`src/rtl/seg_bcd_counter_if.sv`:
```
// Bus bundle between the BCD counter and its controller / display path.
// The ovf signal exists only when SEG_BCD_SATURATE_EN is defined.
interface seg_bcd_counter_if #(
    parameter int NUM_DIGITS = 4
);
    logic                    en;
    logic                    up_dn;
    logic                    clr;
    logic                    load;
    logic [4*NUM_DIGITS-1:0] load_val;
    logic [4*NUM_DIGITS-1:0] digits;
    logic                    carry_out;
    logic [NUM_DIGITS-1:0]   blank;
`ifdef SEG_BCD_SATURATE_EN
    logic                    ovf;
`endif

    // Controller side: drives the commands, observes the count.
    modport master (
        output en, up_dn, clr, load, load_val,
`ifdef SEG_BCD_SATURATE_EN
        input  ovf,
`endif
        input  digits, carry_out, blank
    );

    // Counter side.
    modport slave (
        input  en, up_dn, clr, load, load_val,
`ifdef SEG_BCD_SATURATE_EN
        output ovf,
`endif
        output digits, carry_out, blank
    );
endinterface

```
`src/rtl/seg_bcd_counter.sv`:
```
// Multi-digit up/down BCD counter with clear, load, configurable top-digit modulus.
// Define SEG_BCD_SATURATE_EN to hold at the terminal value (with sticky ovf) instead of wrapping.
module seg_bcd_counter #(
    parameter int NUM_DIGITS = 4,
    parameter int MSD_MAX    = 9
) (
    input  logic                i_clk,
    input  logic                i_reset,
    seg_bcd_counter_if.slave    bus
);
    localparam int W = 4 * NUM_DIGITS;

    logic [W-1:0]          r_digits;
    logic [W-1:0]          w_step_val;
    logic [W-1:0]          w_load_val;
    logic [NUM_DIGITS-1:0] w_blank;
    logic                  w_term_up;
    logic                  w_term_dn;
    logic                  w_terminal;
`ifdef SEG_BCD_SATURATE_EN
    logic                  r_ovf;
`endif

    function automatic logic [3:0] digit_max(input int idx);
        return (idx == NUM_DIGITS - 1) ? 4'(MSD_MAX) : 4'd9;
    endfunction

    // Ripple the "all lower digits at max / at zero" enables from the LSD upward.
    always_comb begin
        logic       v_lo_max;
        logic       v_lo_zero;
        logic [3:0] v_d;
        logic [3:0] v_mx;
        w_step_val = r_digits;
        v_lo_max   = 1'b1;
        v_lo_zero  = 1'b1;
        v_d        = '0;
        v_mx       = '0;
        for (int i = 0; i < NUM_DIGITS; i++) begin
            v_d  = r_digits[4*i +: 4];
            v_mx = digit_max(i);
            if (bus.up_dn) begin
                if (v_lo_max)
                    w_step_val[4*i +: 4] = (v_d >= v_mx) ? 4'd0 : v_d + 4'd1;
            end else begin
                if (v_lo_zero)
                    w_step_val[4*i +: 4] = (v_d == 4'd0) ? v_mx : v_d - 4'd1;
            end
            v_lo_max  = v_lo_max  & (v_d == v_mx);
            v_lo_zero = v_lo_zero & (v_d == 4'd0);
        end
        w_term_up = v_lo_max;
        w_term_dn = v_lo_zero;
    end

    assign w_terminal = bus.up_dn ? w_term_up : w_term_dn;

    // Out-of-range load nibbles are replaced by 0 so the count never holds a non-BCD digit.
    always_comb begin
        w_load_val = '0;
        for (int i = 0; i < NUM_DIGITS; i++) begin
            if (bus.load_val[4*i +: 4] <= digit_max(i))
                w_load_val[4*i +: 4] = bus.load_val[4*i +: 4];
        end
    end

    // Leading-zero mask, scanned from the MSD down; the LSD is always shown.
    always_comb begin
        logic v_zero_above;
        w_blank      = '0;
        v_zero_above = 1'b1;
        for (int i = NUM_DIGITS - 1; i >= 0; i--) begin
            v_zero_above = v_zero_above & (r_digits[4*i +: 4] == 4'd0);
            w_blank[i]   = v_zero_above;
        end
        w_blank[0] = 1'b0;
    end

    always_ff @(posedge i_clk) begin
        if (i_reset) begin
            r_digits <= '0;
`ifdef SEG_BCD_SATURATE_EN
            r_ovf    <= 1'b0;
`endif
        end else if (bus.clr) begin
            r_digits <= '0;
`ifdef SEG_BCD_SATURATE_EN
            r_ovf    <= 1'b0;
`endif
        end else if (bus.load) begin
            r_digits <= w_load_val;
`ifdef SEG_BCD_SATURATE_EN
            r_ovf    <= 1'b0;
`endif
        end else if (bus.en) begin
`ifdef SEG_BCD_SATURATE_EN
            if (w_terminal)
                r_ovf    <= 1'b1;
            else
                r_digits <= w_step_val;
`else
            // Stepping from the terminal value naturally wraps to all-0 / all-max.
            r_digits <= w_step_val;
`endif
        end
    end

    assign bus.digits = r_digits;
    assign bus.blank  = w_blank;
`ifdef SEG_BCD_SATURATE_EN
    assign bus.ovf       = r_ovf;
    assign bus.carry_out = 1'b0;
`else
    assign bus.carry_out = bus.en & ~bus.clr & ~bus.load & w_terminal;
`endif

endmodule
```
`src/flat_wrapper.sv`:
```
// flat-port wrapper written by rule: the top's interface ports become plain ports
module seg_bcd_counter_flat 
#(
    parameter int NUM_DIGITS = 4,
    parameter int MSD_MAX    = 9
)
  (i_clk, i_reset, bus_en, bus_up_dn, bus_clr, bus_load, bus_load_val, bus_digits, bus_carry_out, bus_blank);
  seg_bcd_counter_if #(.NUM_DIGITS(NUM_DIGITS)) bus_i ();
  input  logic i_clk;
  input  logic i_reset;
  input wire logic [$bits(bus_i.en)-1:0] bus_en;
  input wire logic [$bits(bus_i.up_dn)-1:0] bus_up_dn;
  input wire logic [$bits(bus_i.clr)-1:0] bus_clr;
  input wire logic [$bits(bus_i.load)-1:0] bus_load;
  input wire logic [$bits(bus_i.load_val)-1:0] bus_load_val;
  output wire logic [$bits(bus_i.digits)-1:0] bus_digits;
  output wire logic [$bits(bus_i.carry_out)-1:0] bus_carry_out;
  output wire logic [$bits(bus_i.blank)-1:0] bus_blank;
  assign bus_i.en = bus_en;
  assign bus_i.up_dn = bus_up_dn;
  assign bus_i.clr = bus_clr;
  assign bus_i.load = bus_load;
  assign bus_i.load_val = bus_load_val;
  assign bus_digits = bus_i.digits;
  assign bus_carry_out = bus_i.carry_out;
  assign bus_blank = bus_i.blank;
  seg_bcd_counter #(.NUM_DIGITS(NUM_DIGITS), .MSD_MAX(MSD_MAX)) u_core (.i_clk(i_clk), .i_reset(i_reset), .bus(bus_i));
endmodule
```
`config.mk`:
```
export PLATFORM = sky130hd
export DESIGN_NAME = seg_bcd_counter_flat
export DESIGN_NICKNAME = d
export VERILOG_FILES = /design/src/rtl/seg_bcd_counter_if.sv /design/src/rtl/seg_bcd_counter.sv /design/src/flat_wrapper.sv
export SDC_FILE = /design/constraint.sdc
export NUM_CORES = 1
export LEC_CHECK = 0
export CAP_MARGIN = 10
export CORE_MARGIN = 1
export CORE_UTILIZATION = 49
export CTS_CLUSTER_DIAMETER = 40
export DETAILED_ROUTE_END_ITERATION = 10
export GPL_ROUTABILITY_DRIVEN = 0
export PLACE_DENSITY = 0.87
export RECOVER_POWER = 100
export SYNTH_ARGS = -nofsm -noshare
export SYNTH_HDL_FRONTEND = slang
export SYNTH_SLANG_ARGS = --single-unit
export TNS_END_PERCENT = 5
```
`constraint.sdc`:
```
create_clock -name i_clk -period 2.12 [get_ports i_clk]
set_input_delay 0.424 -clock i_clk [delete_from_list [all_inputs] [get_ports i_clk]]
set_output_delay 0.424 -clock i_clk [all_outputs]
set_load 0.01 [all_outputs]
```
* After elaboration in Yosys (flattened, before gate mapping)
Cells that the tools add are included.
** Storage, ports and cells
- Register bits after elaboration :: 16
- Bits of input ports :: 22
- Output and inout bits :: 21
- Logic and storage cells :: 77
** Operators by class
- Add/sub/neg operators :: 8
- Order comparisons :: 8
- Equality and inequality tests :: 7
- Muxes and demuxes :: 25
- Bitwise logic cells :: 13
- Reduce and logical (&&, ||, !) cells :: 12
** Operators by type and width (count)
- $mux 4 :: 22
- $mux 16 :: 2
- $add 4x1->4 const B :: 4
- $eq 4x4->1 const B :: 4
- $ge 4x4->1 const B :: 4
- $le 4x4->1 const B :: 4
- $logic_not 4->1 :: 4
- $sub 4x1->4 const B :: 4
- $and 1x1->1 :: 11
- $ne 3x1->1 const B :: 3
- $reduce_and 3->1 :: 3
- $reduce_bool 3->1 :: 3
- $not 1->1 :: 2
- $reduce_bool 2->1 :: 1
- $reduce_or 2->1 :: 1
- $mux 1 :: 1

* Longest topological paths before layout
Gate-level depths: netlist of the first run.
- Word-level depth :: 7
- Mapped depth :: 7
- Mapped depth without buffers :: 7

* Worst setup path before layout of the first run
OpenSTA, ideal clock, no wires.
- Kind :: register to output
- Start point :: reg u_core.r_digits[12] (netlist: u_core.bus.digits[12])
- End point :: out bus_carry_out
- Arrival :: 1.760 ns
- Data required time :: 1.696 ns
- Slack :: -0.064 ns
- Stages on the path, launching flop included :: 8
- Path buffers :: 0
- Cells stage by stage :: dfxtp_1 > inv_1 > ha_1 > nor2b_1 > and2b_1 > and3_1 > a32oi_1 > nor4b_1
** Between the ends
- Word-level cells in the longest chain between the ends :: 4
- Elaborated cells on any way between the ends :: 6
- Classes of those cells :: eq/ne: 1; mux: 1; bitwise: 3; reduce/logical: 1
** RTL lines
- from (decl) :: line seg_bcd_counter.sv:13 : logic [W-1:0] r_digits;
- from (signal assigned) :: line seg_bcd_counter.sv:91 : r_digits <= w_load_val;
- from (signal assigned) :: line seg_bcd_counter.sv:103 : r_digits <= w_step_val;
- $logic_not 4->1
- via bus_blank[3] :: line flat_wrapper.sv:18 : output wire logic [$bits(bus_i.blank)-1:0] bus_blank;
- $and 1x1->1 :: line seg_bcd_counter.sv:50 : v_lo_zero = v_lo_zero & (v_d == 4'd0);
- $mux 1 :: line seg_bcd_counter.sv:56 : assign w_terminal = bus.up_dn ? w_term_up : w_term_dn;
- $and 1x1->1 :: line seg_bcd_counter.sv:114 : assign bus.carry_out = bus.en & ~bus.clr & ~bus.load & w_terminal;
- to (decl) :: line flat_wrapper.sv:17 : output wire logic [$bits(bus_i.carry_out)-1:0] bus_carry_out;
The timed path passes the listed nets, and every way through them passes these cells.

* Worst setup path in the final report of the first run
- Start point :: reg u_core.r_digits[0] (netlist: u_core.bus.digits[0])
- End point :: out bus_carry_out
** Between the ends
- Word-level cells in the longest chain between the ends :: 6
- Elaborated cells on any way between the ends :: 10
- Classes of those cells :: eq/ne: 1; mux: 1; bitwise: 7; reduce/logical: 1
** RTL lines (line)
- $eq 4x4->1 / $logic_not 4->1 (equally long branches) :: seg_bcd_counter.sv:49, seg_bcd_counter.sv:50
- $and 1x1->1, on equally long branches (3 in series) :: seg_bcd_counter.sv:49, seg_bcd_counter.sv:50
- $mux 1 * :: seg_bcd_counter.sv:56
- $and 1x1->1 * :: seg_bcd_counter.sv:114
Mark *: on every way between the ends. The rest lies on a longest branch, timed or not.

==> results of run 1 <==
-- how the worst max path moves through the flow --
stage / from / to
floorplan: u_core.bus.digits[12] / bus_carry_out
global placement: bus_up_dn / bus_carry_out
detailed placement: bus_up_dn / bus_carry_out
CTS: u_core.bus.digits[12] / bus_carry_out
global route: u_core.bus.digits[0] / bus_carry_out
finish: u_core.bus.digits[0] / bus_carry_out
-- kinds of logic (layout without fill, tap and decap cells) --
| kind of cell | count (synthesis) | after routing |
|---|---|---|
| AO/OA/AOI/OAI | 88 | 88 |
| AND/OR/NAND/NOR | 79 | 79 |
| buffers and inverters | 27 | 115 |
| flip-flops | 16 | 16 |
| adder cells (fa/ha/maj) | 13 | 13 |
| XOR/XNOR | 4 | 4 |
| other | 1 | 1 |
-- metal layers --
metal | part of all wire, % | GRT usage [%] | vias up | routed length, um
li1 | - | - | 1028 | -
met1 | 41 | 39.2 | 1004 | 2530
met2 | 47 | 53.5 | 135 | 2900
met3 | 7.4 | 3.20 | 36 | 454
met4 | 4.6 | 18.5 | 0 | 282
met5 | 0 | 0 | - | 0
-- worst max-delay path, delay by kind of cell (launching register included) --
family,cells,cell delay (ns)
AOI/OAI and AO/OA,1,0.11
adders and majority gates,1,0.20
buffers and inverters,2,0.25
DFF,1,0.37
and+or+nand+nor,3,0.62
-- report_power, final --
part           internal, mW  switching, mW  total (mW)
Sequential            0.318         0.0161       0.334
Clock                0.0666          0.120       0.186
Combinational         0.279          0.260       0.540
Total                 0.664          0.396        1.06
-- cells in the mapped netlist, drive strengths merged (3+ instances only) --
master	count	area [um2]
o21ai	25	125
a21oi	20	104
nor2	20	75.1
dfxtp	16	320
inv	14	52.6
ha	13	163
a31oi	10	62.6
buf	10	50.1
nand3	8	40.0
nand2	7	26.3
nor2b	6	37.5
nand2b	5	33.8
nand3b	5	37.5
nor3	5	25.0
nor3b	4	30.0
a211oi	3	22.5
and3	3	23.8
and3b	3	26.3
clkbuf	3	11.3
o21a	3	22.5
o31ai	3	22.5
xnor2	3	26.3
-- layout make-up --
type,instances,area (um2),share of cell area (%)
Clock buffer,3,22.5,0.862
Inverter,14,52.6,2.01
Multi-Input combinational cell,185,1320,50.6
Sequential cell,16,329,12.6
Tap cell,44,55.1,2.11
Timing Repair Buffer,98,831,31.8
-- stage by stage --
stage	instances	util [%]	instance area (um2)	hold WS [ns]
6_report	360	82.9	2610	0.519
5_1_grt	360	82.9	2610	0.558
4_1_cts	356	79.6	2510	0.529
3_5_place_dp	353	78.8	2480	0.511
3_3_place_gp	353	78.8	2480	0.506
2_1_floorplan	228	-	1680	0.539
-- timing repair --
action	in CTS	in global routing
resized for setup	12	24
endpoints found under the hold margin	0	0
hold buffers	0	0
setup endpoints to repair	4	3
buffers inserted	0	4
pin swaps	0	6
==> flow_summary.json, run 1 <==
{
  "grt_usage_pct": 31.7,
  "drt_wl_total_mm": 6.18,
  "grt_pass1_vias": 2068,
  "cts-root-buf": "clkbuf_4",
  "fin_crit_ns": 2.30,
  "rsz0062_at_grt": "yes",
  "clk_pin_slew_ns": 0.11,
  "hp-class": "reg2reg",
  "rr_startpoint": "u_core.bus.digits[13]",
  "row_count": 20,
  "grt-ovfl-total": 0,
  "worstPathMaxFanout": 4,
  "hold_end": "u_core.bus.digits[1]",
  "wire_per_inst_um": 17.2,
  "clk_latency_ns": 0.31,
  "synth_edf_count": 0,
  "violations": "negative setup slack",
  "ys_seq_area_share_pct": 19.1,
  "vdd_ir_drop_max_mv": 0.258,
  "power_density_nw_per_um2": 406,
  "cts.sinks": 16,
  "synth_xor_area_share_pct": 2.09,
  "worstPathArrival_ns": 1.88,
  "whs_path_depth": 2,
  "synth_nets": 263,
  "finalHoldViolCount": 0,
  "cts_buffers": 3,
  "layout_common_cells": "buf_4, clkdlybuf4s50_1, o21ai_0",
  "cp_cell_sequence": "inv_1 > ha_1 > nand2b_1 > nor3_2 > a32oi_2 > nor4b_2 > buf_2",
  "drt_pass1_iterations": 5,
  "fin_skew_ns": 0.00869,
  "async_reset_ff_share_pct": 0,
  "grt_start_max_net_pins": 16,
  "drc_errors": 0,
  "finalCritPeriodShare_pct": 108,
  "grt_pass1_wl_mm": 8.81,
  "clk_path_buf_depth": 2,
  "setup_ws_ns": -0.180,
  "final_antenna_net_count": 0,
  "drt-initial-drc-count": 201,
  "dp.final_hpwl_mm": 4.12,
  "syn_to_final_growth_pct": 56.0,
  "io_buffers": 41,
  "core_area_um2": 3150,
  "hold_path_startpoint": "u_core.bus.digits[1]",
  "synthSimpleGateAreaFrac_pct": 27.3,
  "layout_commonest_cell": "buf_4",
  "pin_count": 43,
  "rr_worst_depth": 9,
  "netlist_instances": 228,
  "outcome": "finished, violations left",
  "largest_register_ff_count": 16,
  "start_util_pct": 53.1,
  "cp_slowest_cell": "dfxtp_2",
  "finalMaxSlewViolations": 0,
  "drv_cap": 0,
  "synth_warnings": 0,
  "fin_setup_tns_ns": -0.273,
  "final_nets": 353,
  "reg2reg_setup_slack_ns": 0.12,
  "ys_seq_elements": 16,
  "worstPathRequired_ns": 1.70,
  "htree_levels": 1,
  "max_stage_delay_ns": 0.37,
  "drive_above_1_share_pct": 29.1,
  "synth.mux.area_fraction_pct": 0,
  "r2r-end": "u_core.bus.digits[12]",
  "dpl_worst_slack_ns": -0.543,
  "synth_top_family_by_area": "compound AO/OA/AOI/OAI gates",
  "n_antenna_cell": 0,
  "p_leak_nw": 1.10,
  "die_h_um": 60.5,
  "finalSetupViolations": 2,
  "synth_compound_area_share_pct": 34.8,
  "synth_ff_type": "dfxtp_1",
  "num-fill-cells": 216,
  "tritoncts": "yes",
  "netlist_area_um2": 1680,
  "vias_per_cell": 6.12,
  "start_kind": "register",
  "vias": 2203,
  "endpoint_kind": "primary output",
  "fmax_ghz": 0.435,
  "p_total_mw": 1.06,
  "worstSetupPathType": "reg2out",
  "ys_types": 57,
  "die_area_um2": 3660,
  "die_w_um": 60.5,
  "synthAdderAreaFrac_pct": 9.71,
  "avgSynthCellArea_um2": 7.35,
  "antenna_found_initial": 0
}
No activity file was read; power rests on OpenSTA's default activity.
==> run 2: changes to the inputs <==
Settings changed: CORE_ASPECT_RATIO from default to 1.2, CTS_CLUSTER_SIZE from default to 12.
==> flow_summary.json, run 2 (synthesized netlist as in run 1, its figures left out) <==
{
  "outcome": "finished, violations left",
  "violations": "negative setup slack",
  "vias": 2274,
  "finalCritPeriodShare_pct": 111,
  "worstSetupPathType": "reg2out",
  "p_total_mw": 1.09,
  "cts-root-buf": "clkbuf_4",
  "wire_per_inst_um": 18.6,
  "power.internal_uw": 675,
  "power_density_nw_per_um2": 412,
  "worstPathRequired_ns": 1.70,
  "p_clk_share_pct": 16.8,
  "grt_pass1_vias": 2139,
  "start_util_pct": 52.9,
  "grt_usage_pct": 32.5,
  "row_count": 22,
  "n_antenna_cell": 0,
  "clk_pin_slew_ns": 0.11,
  "die_w_um": 55.4,
  "finalHoldViolCount": 0,
  "die_area_um2": 3660,
  "largest_register_ff_count": 16,
  "rr_worst_depth": 8,
  "p_sw_uw": 417,
  "drc_errors": 0,
  "whs_path_depth": 2,
  "dpl_cell_area_um2": 2470,
  "drt_pass1_iterations": 5,
  "pin_count": 43,
  "vdd_ir_drop_max_mv": 0.444,
  "die_h_um": 66.1,
  "fin_area_um2": 2650,
  "fin_skew_ns": 0.00247,
  "clk_path_buf_depth": 2,
  "holdBufCountCts": 0,
  "switching_share_pct": 38.2,
  "grt_pass1_wl_mm": 9.46,
  "drt_wl_total_mm": 6.56,
  "tritoncts": "yes",
  "fin_crit_ns": 2.35,
  "start_kind": "register",
  "antenna_found_initial": 0,
  "vias_per_cell": 6.46,
  "layout_common_cells": "buf_4, o21ai_0, clkdlybuf4s50_1",
  "grt-ovfl-total": 0,
  "hold_ws_ns": 0.517,
  "post-route-util_pct": 83.8,
  "hp-class": "reg2reg",
  "core_area_um2": 3170,
  "layout_commonest_cell": "buf_4",
  "drive_above_1_share_pct": 31.6,
  "endpoint_kind": "primary output",
  "grt_start_max_net_pins": 16,
  "final_nets": 353,
  "htree_levels": 1,
  "p_comb_share_pct": 52.7,
  "cts.sinks": 16,
  "finalSetupViolations": 10,
  "final_antenna_net_count": 0,
  "p_leak_nw": 1.12,
  "fmax_ghz": 0.425,
  "worstPathMaxFanout": 4,
  "num-fill-cells": 175,
  "finalMaxSlewViolations": 0,
  "cts_buffers": 3,
  "rsz0062_at_grt": "yes",
  "worstPathArrival_ns": 1.93,
  "drv_cap": 0,
  "clk_latency_ns": 0.30,
  "io_buffers": 41,
  "dp.final_hpwl_mm": 4.17,
  "drt-initial-drc-count": 269,
  "seqPwrFrac_pct": 30.5,
  "syn_to_final_growth_pct": 58.3,
  "setup_ws_ns": -0.231
}
-- run 2: power groups by stage --
stage	clock network, mW	logic, mW	registers, mW
after floorplan	0	0.221	0.348
after global placement	0	0.477	0.333
after detailed placement	0	0.495	0.334
after CTS	0.180	0.516	0.329
after global routing	0.192	0.608	0.335
final	0.184	0.575	0.333
-- run 2: worst max-delay path, stage by stage (launching register included) --
cell and delay, ns:
dfxtp_2 0.37, inv_1 0.10, ha_1 0.23, nand2b_1 0.12, nor3_2 0.21, a32oi_2 0.09, nor4b_2 0.32, buf_2 0.18
-- run 2: what timing repair did --
action	CTS	global route
resized for setup	24	28
endpoints found under the hold margin	0	0
setup buffers	2	3
pin swaps	2	9
setup endpoints to repair	4	5
-- run 2: metal layers --
layer | GRT usage, % | wire, um | share of wire, % | up-vias
met5 | 0 | 0 | 0 | -
met4 | 19.7 | 343 | 5.2 | 0
met3 | 3.91 | 588 | 9.0 | 49
met2 | 58.9 | 3220 | 49 | 182
met1 | 36.2 | 2410 | 37 | 1022
li1 | - | - | - | 1021
-- run 2: final timing paths --
path                    startpoint                     to  slack [ns]
min reg2reg  u_core.bus.digits[10]  u_core.bus.digits[10]        0.52
min          u_core.bus.digits[10]  u_core.bus.digits[10]        0.52
max reg2reg  u_core.bus.digits[13]  u_core.bus.digits[14]        0.19
max           u_core.bus.digits[0]          bus_carry_out       -0.23
-- run 2: final cells by class --
type	instances	area (um2)	share of cell area [%]
Tap cell	36	45.0	1.70
Inverter	14	55.1	2.08
Multi-Input combinational cell	185	1370	51.7
Timing Repair Buffer	98	822	31.0
Clock buffer	3	22.5	0.849
Sequential cell	16	335	12.6
-- run 2: stage by stage --
stage / std cells / worst slack (ns) / TNS [ns]
after floorplan: 228 / 0.0551 / 0
after global placement: 344 / -0.545 / -1.31
after detailed placement: 344 / -0.575 / -1.91
after CTS: 349 / -0.160 / -0.160
after global routing: 352 / -0.305 / -1.03
final: 352 / -0.231 / -0.526
==> run 3: changes to the inputs <==
Settings changed: SETUP_SLACK_MARGIN from default to 0.05.
==> flow_summary.json, run 3 (synthesized netlist as in run 1, its figures left out) <==
{
  "outcome": "finished, violations left",
  "violations": "negative setup slack",
  "worstPathMaxFanout": 4,
  "fin_area_um2": 2670,
  "hold_end": "u_core.bus.digits[10]",
  "drc_errors": 0,
  "io_buffers": 41,
  "p_leak_nw": 1.11,
  "start_kind": "register",
  "vias_per_cell": 6.60,
  "met2WireLength_mm": 3.28,
  "dpl_cell_area_um2": 2470,
  "worstSetupPathType": "reg2out",
  "reg2reg_setup_slack_ns": 0.17,
  "layout_commonest_cell": "buf_4",
  "grt_start_max_net_pins": 16,
  "top_layer_used": "met4",
  "dr_wl_met3_um": 696,
  "die_area_um2": 3660,
  "worstPathArrival_ns": 1.96,
  "num-fill-cells": 174,
  "cts.sinks": 16,
  "grt_usage_pct": 32.2,
  "layout_common_cells": "buf_4, clkdlybuf4s50_1, o21ai_0",
  "die_h_um": 66.1,
  "core_area_um2": 3170,
  "final_antenna_net_count": 0,
  "drt_wl_total_mm": 6.83,
  "fin_crit_ns": 2.39,
  "drt-initial-drc-count": 306,
  "fmax_ghz": 0.419,
  "start_util_pct": 52.9,
  "wire_per_inst_um": 19.3,
  "finalHoldViolCount": 0,
  "htree_levels": 1,
  "worstPathRequired_ns": 1.70,
  "pin_count": 43,
  "rr_worst_depth": 8,
  "die_w_um": 55.4,
  "largest_register_ff_count": 16,
  "p_total_mw": 1.11,
  "cts-root-buf": "clkbuf_4",
  "syn_to_final_growth_pct": 59.4,
  "hp-class": "reg2reg",
  "rsz0062_at_grt": "yes",
  "drv_cap": 0,
  "wl_met1_mm": 2.45,
  "finalSetupViolations": 12,
  "clk_path_buf_depth": 2,
  "hold_path_startpoint": "u_core.bus.digits[10]",
  "row_count": 22,
  "rr_startpoint": "u_core.bus.digits[0]",
  "clk_pin_slew_ns": 0.12,
  "vias": 2331,
  "clk_latency_ns": 0.30,
  "finalCritPeriodShare_pct": 113,
  "grt_pass1_vias": 2147,
  "holdBufCountCts": 0,
  "grt-ovfl-total": 0,
  "antenna_found_initial": 0,
  "grt_pass1_wl_mm": 9.43,
  "drive_above_1_share_pct": 31.9,
  "vdd_ir_drop_max_mv": 0.462,
  "finalMaxSlewViolations": 0,
  "endpoint_kind": "primary output",
  "final_nets": 354,
  "r2r-end": "u_core.bus.digits[14]",
  "n_antenna_cell": 0,
  "tritoncts": "yes",
  "cts_buffers": 3,
  "setup_ws_ns": -0.269,
  "whs_path_depth": 2,
  "dp.final_hpwl_mm": 4.17,
  "drt_pass1_iterations": 5,
  "power_density_nw_per_um2": 417,
  "fin_skew_ns": 0.00508
}
==> run 3: cell count changes in the layout (fill, tap and decap cells not counted) <==
cell / before / now
buf_4: 57 / 55
buf_6: 0 / 2
clkbuf_4: 3 / 4
clkdlybuf4s50_1: 24 / 28
dlygate4sd3_1: 12 / 8
inv_2: 5 / 4
inv_4: 1 / 2
==> run 3: metrics by stage <==
step | std cells | util [%] | hold WS [ns] | TNS (ns) | setup WS (ns)
6_report | 353 | 84.3 | 0.507 | -1.34 | -0.269
3_3_place_gp | 344 | 77.9 | 0.472 | -1.31 | -0.545
4_1_cts | 349 | 80.5 | 0.501 | -0.160 | -0.160
5_1_grt | 353 | 84.3 | 0.536 | -1.65 | -0.286
2_1_floorplan | 228 | - | 0.539 | 0 | 0.0551
3_5_place_dp | 344 | 77.9 | 0.486 | -1.91 | -0.575
==> run 3: worst max-delay path: stages, from the launching register on <==
cell,delay [ns]
dfxtp_2,0.38
inv_1,0.11
ha_1,0.22
nand2b_1,0.12
nor3_2,0.21
a32oi_2,0.11
nor4b_2,0.33
buf_2,0.18
==> run 3: report_power, final <==
group | total (mW) | internal (mW) | switching [mW]
Combinational | 0.593 | 0.303 | 0.289
Sequential | 0.334 | 0.317 | 0.0175
Clock | 0.186 | 0.0664 | 0.120
Total | 1.11 | 0.686 | 0.427
==> run 3: area by class of cell <==
cell class	instances	area, um2	share of cell area (%)
Clock buffer	3	22.5	0.843
Multi-Input combinational cell	185	1370	51.4
Timing Repair Buffer	99	837	31.3
Sequential cell	16	335	12.6
Inverter	14	57.6	2.16
Tap cell	36	45.0	1.69
==> run 3: layer usage <==
layer,track usage (%),up-vias
met5,0,-
met3,3.91,65
met2,58.0,214
li1,-,1025
met4,18.8,0
met1,36.4,1027
==> run 3: worst max path at each step <==
stage	start	to	slack, ns	cells past startpoint
floorplan	u_core.bus.digits[12]	bus_carry_out	0.06	7
global placement	bus_up_dn	bus_carry_out	-0.55	6
CTS	u_core.bus.digits[13]	bus_carry_out	-0.16	8
global route	u_core.bus.digits[0]	bus_carry_out	-0.29	7
detailed placement	bus_up_dn	bus_carry_out	-0.57	6
finish	u_core.bus.digits[0]	bus_carry_out	-0.27	7
==> run 3: timing repair <==
item,in CTS,in global routing
buffers inserted,2,4
pin swaps,2,9
gates resized for setup,27,30
endpoints found under the setup margin,4,6
